$ cat src/rtl/pe_mac_ctrl_pkg.sv
// rtl/pe_mac_ctrl_pkg.sv - shared types and default widths for the PE_MAC row controller

package pe_mac_ctrl_pkg;

  localparam int DEF_DW    = 8;
  localparam int DEF_AW    = 16;
  localparam int DEF_K_MAX = 64;

  typedef enum logic [2:0] {
    IDLE,
    CLEAR,
    STREAM,
    DRAIN,
    OUT
  } pe_ctrl_state_e;

  typedef struct packed {
    logic [DEF_DW-1:0] m;
    logic [DEF_DW-1:0] f;
  } pe_pair_t;

endpackage

$ cat src/rtl/pe_mac_ctrl.sv
// rtl/pe_mac_ctrl.sv - dot-product sequencer for one PE_MAC row (clear, stream, drain, result handshake)
// Optional stall timeout enabled by defining PE_MAC_CTRL_TIMEOUT_EN.

module pe_mac_ctrl
  import pe_mac_ctrl_pkg::*;
#(
  parameter int DW     = DEF_DW,
  parameter int AW     = DEF_AW,
  parameter int K_MAX  = DEF_K_MAX,
  parameter int CW     = $clog2(K_MAX + 1),
  parameter int PE_LAT = 1,
  parameter int TO_CYC = 255
) (
  input  logic          clk,
  input  logic          rst,
  input  logic          start,
  input  logic [CW-1:0] cfg_len,
  output logic          busy,
  output logic          done,
  output logic          err,
  input  logic          in_valid,
  output logic          in_ready,
  input  logic [DW-1:0] in_m,
  input  logic [DW-1:0] in_f,
  output logic          pe_clr,
  output logic          pe_en,
  output logic [DW-1:0] pe_m,
  output logic [DW-1:0] pe_f,
  input  logic [AW-1:0] pe_mac,
  output logic          out_valid,
  input  logic          out_ready,
  output logic [AW-1:0] out_data
);

  localparam int DCW = (PE_LAT > 1) ? $clog2(PE_LAT) : 1;

  pe_ctrl_state_e r_state, w_state_n;
  logic [CW-1:0]  r_len;
  logic [CW-1:0]  r_cnt;
  logic [DCW-1:0] r_dcnt;
  logic [AW-1:0]  r_data;
  logic           r_done;

  logic           w_hs;
  logic           w_last;
  logic           w_drain_end;
  logic [CW-1:0]  w_len_clamp;
  logic           w_timeout;

  assign w_hs        = in_valid && (r_state == STREAM);
  assign w_last      = w_hs && ((r_cnt + CW'(1)) == r_len);
  assign w_drain_end = (r_state == DRAIN) && (r_dcnt == DCW'(PE_LAT - 1));
  assign w_len_clamp = (cfg_len > CW'(K_MAX)) ? CW'(K_MAX) : cfg_len;

`ifdef PE_MAC_CTRL_TIMEOUT_EN
  localparam int SW = $clog2(TO_CYC + 1);
  logic [SW-1:0] r_stall;

  // Counts consecutive STREAM cycles without an operand handshake.
  always_ff @(posedge clk) begin
    if (rst || (r_state != STREAM) || w_hs) begin
      r_stall <= '0;
    end else begin
      r_stall <= r_stall + SW'(1);
    end
  end

  assign w_timeout = (r_state == STREAM) && !w_hs && (r_stall == SW'(TO_CYC - 1));
`else
  assign w_timeout = 1'b0;
`endif

  always_ff @(posedge clk) begin
    if (rst) begin
      r_state <= IDLE;
      r_len   <= '0;
      r_cnt   <= '0;
      r_dcnt  <= '0;
      r_data  <= '0;
      r_done  <= 1'b0;
    end else begin
      r_state <= w_state_n;
      r_done  <= (r_state == OUT) && out_ready;
      case (r_state)
        IDLE: begin
          if (start) begin
            r_len <= w_len_clamp;
            r_cnt <= '0;
            if (cfg_len == '0) begin
              r_data <= '0;
            end
          end
        end
        CLEAR: begin
          r_cnt  <= '0;
          r_dcnt <= '0;
        end
        STREAM: begin
          if (w_hs) begin
            r_cnt <= r_cnt + CW'(1);
          end
        end
        DRAIN: begin
          r_dcnt <= r_dcnt + DCW'(1);
          if (w_drain_end) begin
            r_data <= pe_mac;
          end
        end
        default: begin
        end
      endcase
    end
  end

  // Idle operand slots feed zeros so the PE accumulator holds its value.
  always_comb begin
    w_state_n = r_state;
    in_ready  = 1'b0;
    pe_clr    = 1'b0;
    pe_en     = 1'b0;
    pe_m      = '0;
    pe_f      = '0;
    out_valid = 1'b0;
    err       = w_timeout;
    case (r_state)
      IDLE: begin
        if (start) begin
          w_state_n = (cfg_len == '0) ? OUT : CLEAR;
        end
      end
      CLEAR: begin
        pe_clr    = 1'b1;
        w_state_n = STREAM;
      end
      STREAM: begin
        in_ready = 1'b1;
        if (w_hs) begin
          pe_en = 1'b1;
          pe_m  = in_m;
          pe_f  = in_f;
        end
        if (w_timeout) begin
          pe_clr    = 1'b1;
          w_state_n = IDLE;
        end else if (w_last) begin
          w_state_n = DRAIN;
        end
      end
      DRAIN: begin
        if (w_drain_end) begin
          w_state_n = OUT;
        end
      end
      OUT: begin
        out_valid = 1'b1;
        if (out_ready) begin
          w_state_n = IDLE;
        end
      end
      default: begin
        w_state_n = IDLE;
      end
    endcase
  end

  assign busy     = (r_state != IDLE);
  assign done     = r_done;
  assign out_data = r_data;

endmodule

$ cat config.mk
export PLATFORM = sky130hd
export DESIGN_NAME = pe_mac_ctrl
export DESIGN_NICKNAME = d
export VERILOG_FILES = /design/src/rtl/pe_mac_ctrl_pkg.sv /design/src/rtl/pe_mac_ctrl.sv
export SDC_FILE = /design/constraint.sdc
export NUM_CORES = 1
export LEC_CHECK = 0
export BUFFER_PORTS_ARGS = -buffer_cell sky130_fd_sc_hd__buf_2
export CAP_MARGIN = 5
export CORE_UTILIZATION = 40
export DETAILED_ROUTE_END_ITERATION = 7
export PLACE_DENSITY = 0.74
export SLEW_MARGIN = 20
export SYNTH_ARGS = -nofsm -noshare
export SYNTH_HDL_FRONTEND = slang
export SYNTH_SLANG_ARGS = --single-unit
$ cat constraint.sdc
create_clock -name clk -period 4.4 [get_ports clk]
set_input_delay 1.1 -clock clk [delete_from_list [all_inputs] [get_ports clk]]
set_output_delay 1.1 -clock clk [all_outputs]
set_load 0.05 [all_outputs]
Word level (Yosys, flattened, before mapping)
Cells that the tools add are included.
Word-level totals
  bits in registers: 35
  output and inout port bits: 39
  word-level logic and storage cells: 59
Cells by class
  $add $sub $neg: 2
  magnitude comparators: 1
  eq/ne operators: 11
  multiplexer cells: 24
  bitwise gates (word level): 1
  reductions and logical operators: 14
Operators by type and width (count)
  $mux W16: 3
  $mux W8: 4
  $pmux W16 S2: 1
  $mux W7: 3
  $pmux W7 S3: 1
  $mux W3: 5
  $pmux W3 S5: 1
  $ne A2 B2 Y1 const B: 6
  $reduce_and A4 Y1: 2
  $add A7 B1 Y7 const B: 1
  $eq A7 B7 Y1: 1
  $gt A7 B7 Y1 const B: 1
  $logic_not A7 Y1: 1
  $eq A3 B2 Y1 const B: 2
  $reduce_bool A3 Y1: 2
  $mux W1: 5
  $logic_and A1 B1 Y1: 4
  $reduce_bool A2 Y1: 2
  $eq A3 B1 Y1 const B: 1
  $eq A3 B3 Y1 const B: 1
  $logic_not A3 Y1: 1
  $reduce_and A3 Y1: 1
  $pmux W1 S2: 1
  $reduce_and A2 Y1: 1
  other kinds (2): 2

Depth between registers and ports, before layout
  word-level depth: 5
  gate-level depth with buffers: 8
  mapped depth without buffers: 6

Worst setup path after synthesis
No wires, ideal clock.
  path kind: input -> output
  start point: in in_valid
  end point: out pe_f[4]
  arrival time: 1.934 ns
  data required time: 3.300 ns
  setup slack: 1.366 ns
  stages: 3
  path buffers: 2
  cell sequence: clkbuf_2 -> clkbuf_1 -> and3_1
On the way
  cells in the longest elaborated chain, start to end: 3
Ends and longest elaborated chain
  start, declared: RTL line pe_mac_ctrl.sv:21  | input logic in_valid,
  $logic_and A1 B1 Y1: RTL line pe_mac_ctrl.sv:50  | assign w_hs = in_valid && (r_state == STREAM);
  $mux W8: RTL line pe_mac_ctrl.sv:137  | if (w_hs) begin
  $mux W8: RTL line pe_mac_ctrl.sv:125  | case (r_state)
  end, declared: RTL line pe_mac_ctrl.sv:28  | output logic [DW-1:0] pe_f,
Every way passes these cells.

Worst setup path in the final report
  start point: reg r_state[1]
  end point: out pe_en
On the way
  cells in the longest elaborated chain, start to end: 4
Ends and longest elaborated chain
  start, declared: RTL line pe_mac_ctrl.sv:37  | pe_ctrl_state_e r_state, w_state_n;
  start signal, assigned: RTL line pe_mac_ctrl.sv:82  | r_state <= w_state_n;
  $eq A3 B2 Y1 *: RTL line pe_mac_ctrl.sv:50, pe_mac_ctrl.sv:125
  $logic_and A1 B1 Y1: RTL line pe_mac_ctrl.sv:50
  $mux W1: RTL line pe_mac_ctrl.sv:137
  $mux W1 *: RTL line pe_mac_ctrl.sv:125
  end, declared: RTL line pe_mac_ctrl.sv:26  | output logic pe_en,
Every way passes the cells marked *; elsewhere a longest branch is shown, timed or not.

==> parameters.txt <==
Parameter                              Value

Run status
  Status    finished, final reports clean

Place
  RePlAce Congestion    between 0.7 and 0.8
  Number of port buffers    81
  Worst setup timing slack at the placement stage    ~1.2 ns
  Cell Count Post-Placement    between 300 and 400
  HPWL after DPL    around 2700 um

Clock network
  Clock insertion delay at the later pin of the skew report    0.29 ns
  Number of clock sinks    35
  Clock buffer count from CTS    5
  Clock tree root driver cell    clkbuf_8
  Number of buffers between clock root and the deepest sink    2
  Number of hold buffers added after CTS    0
  Count of H-tree levels built during CTS    2
  Buffer count from post-CTS setup fixing    0
  Clock tree from TritonCTS    yes
  Count of cells resized by post-cts repair    0
  Clock-pin slew of the registers on the worst-case setup and hold paths    0.08 ns

Timing
  Final-report hold violation count    0
  Setup slack after layout    0.955 ns
  Slew margin rel.    0.330
  Post-route setup TNS    0 ns
  Number of pins with negative max-slew slack in the final report    0
  Worst-margin pin slew    1.00 ns
  Achievable frequency    290 MHz
  Clock period minus worst slack    between 3 and 4 ns
  Final setup violating endpoints    0
  RSZ-0062 raised after global routing    false
  Ratio of final minimum period to clock period    0.783
  Clock skew    ~0.0068 ns

Floorplanning
  Die ar.    ~0.0046 mm^2
  Die X-Extent    67.8 um
  Top Ports    83
  Site Rows    23
  Total core area    roughly 0.0041 mm^2
  Starting Density    0.423
  Die Y-Extent    roughly 68 um

Worst setup path
  Number of cells on the worst reg-to-reg path    6
  Slowest Stage Delay on Critical Path    roughly 0.75 ns
  Kind of cell with the highest combined delay on the critical path    simple AND/OR/NAND/NOR gates
  Sort of element at the end of the critical path    primary output
  Critical register-to-register path startpoint    r_state[1]
  Path type of the worst setup path    register to primary output
  R2R Path End    r_cnt[5]
  Capture point of the worst path    pe_en
  CP cell instances    nor3b_2 > nand2_1 > inv_2 > buf_2
  Worst path required time    3.30 ns
  Biggest fanout along the worst timing path    19
  Type of element launching the critical path    register
  Arrival @ worst endpoint    ~2.4 ns
  Worst path depth    4
  Critical path buffer and inverter count    2
  Worst R2R Setup Slack    around 2.3 ns
  Max stage delay cell, worst path    nor3b_2
  Worst setup startpoint    r_state[1]

Synth
  Number of enable flip-flop cells after synthesis    0
  Gate count of the mapped netlist    203
  Async set-or-reset flop fraction in the synthesized netlist    0
  Number of nets in the synthesized netlist    roughly 250
  Register bit total from synthesis    35
  Commonest register cell after synthesis    dfxtp_1
  Share of synthesized area occupied by flip-flops and latches    0.405
  Post-Synthesis Mean Instance Area    8.52 um^2
  Post-synthesis cell type count    43
  Synth Warn #    0
  Post-synthesis instance area    roughly 0.0017 mm^2

Finish
  Post-Route Utilization    0.547
  Final-stage net count    between 300 and 400
  Share of post-route cells with drive strength above 1    0.356
  Layout Area Growth over Synthesis    29.4%
  Leading cell types in the layout, fill and taps excluded    buf_2, dfxtp_1, nor2_1, and3_1, a21oi_1
  Most common cell after layout, fill and taps aside    buf_2
  Non-filler cells in the finished layout    ~330
  Total inserted antenna cells    0

Global route
  Initial antenna violation count    0
  GR Util All Layers    0.177
  Pin count of the biggest net entering global routing    35
  Vias in the first global route    1,451
  Total grt overflow    0
  Global-route wire length before repair    6090 um

Worst hold path
  Class of the tightest hold or removal check    register to register

Job
  Maximum capacitance violations    0

Power and ir drop
  Worst vdd ir    ~230 uV
  Power Density    approximately 450 mW/mm^2
  Tot Pwr    ~0.001 W
  Leakage    around 1.1 nW

Routing
  Antenna viol nets, final    0
  First-iteration detailed-routing DRC count    77
  Overall routed net length    roughly 3900 um
  Drc violations    0
  Drt first pass iters    4
  Via count    1,674
  Wire length per cell    ~12 um
  Drt via density    between 5 and 6
## through the flow
stage	hold slack, ns	cell area (um^2)
floorplan	0.472	1730
CTS	0.505	2240
global route	0.522	2240
global placement	0.472	2120
finish	0.498	2240
detailed placement	0.484	2120
## state kept, by name, summed over array words and instances (netlist names)
signal / cells
r_state: 3
done: 1
r_dcnt: 1
r_len: 7
r_cnt: 7
out_data: 16
## synthesized netlist by cell type (all sizes together), types with 2 or more instances
cell	instances	area [um^2]
a21oi	20	104
buf	7	42.5
nor2	33	124
nor3	2	10.0
xor2	2	17.5
a22oi	16	120
inv	2	7.50
and3	20	130
nand2b	2	12.5
o21ai	6	30.0
nand3b	5	37.5
nand2	3	11.3
dfxtp	35	701
clkbuf	10	38.8
nor3b	13	108
xnor2	7	61.3
mux2i	2	20.0
## worst min path at each step
stage | slack [ns] | depth (start not counted) | endpoint | startpoint
4_1_cts | 0.50 | 2 | out_data[7] | out_data[7]
6_report | 0.50 | 2 | out_data[4] | out_data[4]
3_5_place_dp | 0.48 | 2 | out_data[7] | out_data[7]
5_1_grt | 0.52 | 2 | out_data[7] | out_data[7]
2_1_floorplan | 0.47 | 2 | r_cnt[1] | r_cnt[1]
3_3_place_gp | 0.47 | 2 | out_data[7] | out_data[7]
## where the power goes
group	switching (W)	internal, W
Sequential	0.0000257	0.000341
Combinational	0.000224	0.000101
Clock	0.000119	0.000186
Total	0.000369	0.000628
## worst min-delay path, stage by stage (launching register included)
cell,delay (ns)
dfxtp_1,0.33
a22oi_1,0.06
nor2_1,0.07
## area by class of cell
type                       count  area, um^2
tap                           50        62.6
fill                         390        1850
clock inverter                 2        38.8
multi-input combinational    149         940
clock buffer                   6        82.6
sequential                    35         701
inverter                       2        7.51
timing repair buffer          81         405
## cell families (layout without fill, tap and decap cells)
kind of cell | count (synthesis) | count (layout) | share of synthesized area
xor+xnor | 9 | 9 | 0.0456
simple gates | 86 | 86 | 0.289
mux | 2 | 2 | 0.0116
buf+inv | 19 | 91 | 0.0514
flops | 35 | 35 | 0.405
other cells | 1 | 1 | 0.00217
compound gates | 50 | 50 | 0.188
fa+ha+maj | 1 | 1 | 0.00723
## per-layer routing
metal / vias to the layer above / global-route usage / wire [um]
li1: 861 / - / -
met1: 748 / 0.214 / 1820
met2: 60 / 0.286 / 1760
met3: 5 / 0.0541 / 254
met4: 0 / 0.0798 / 48
met5: - / 0 / 0
(Power assumes the default switching activity.)
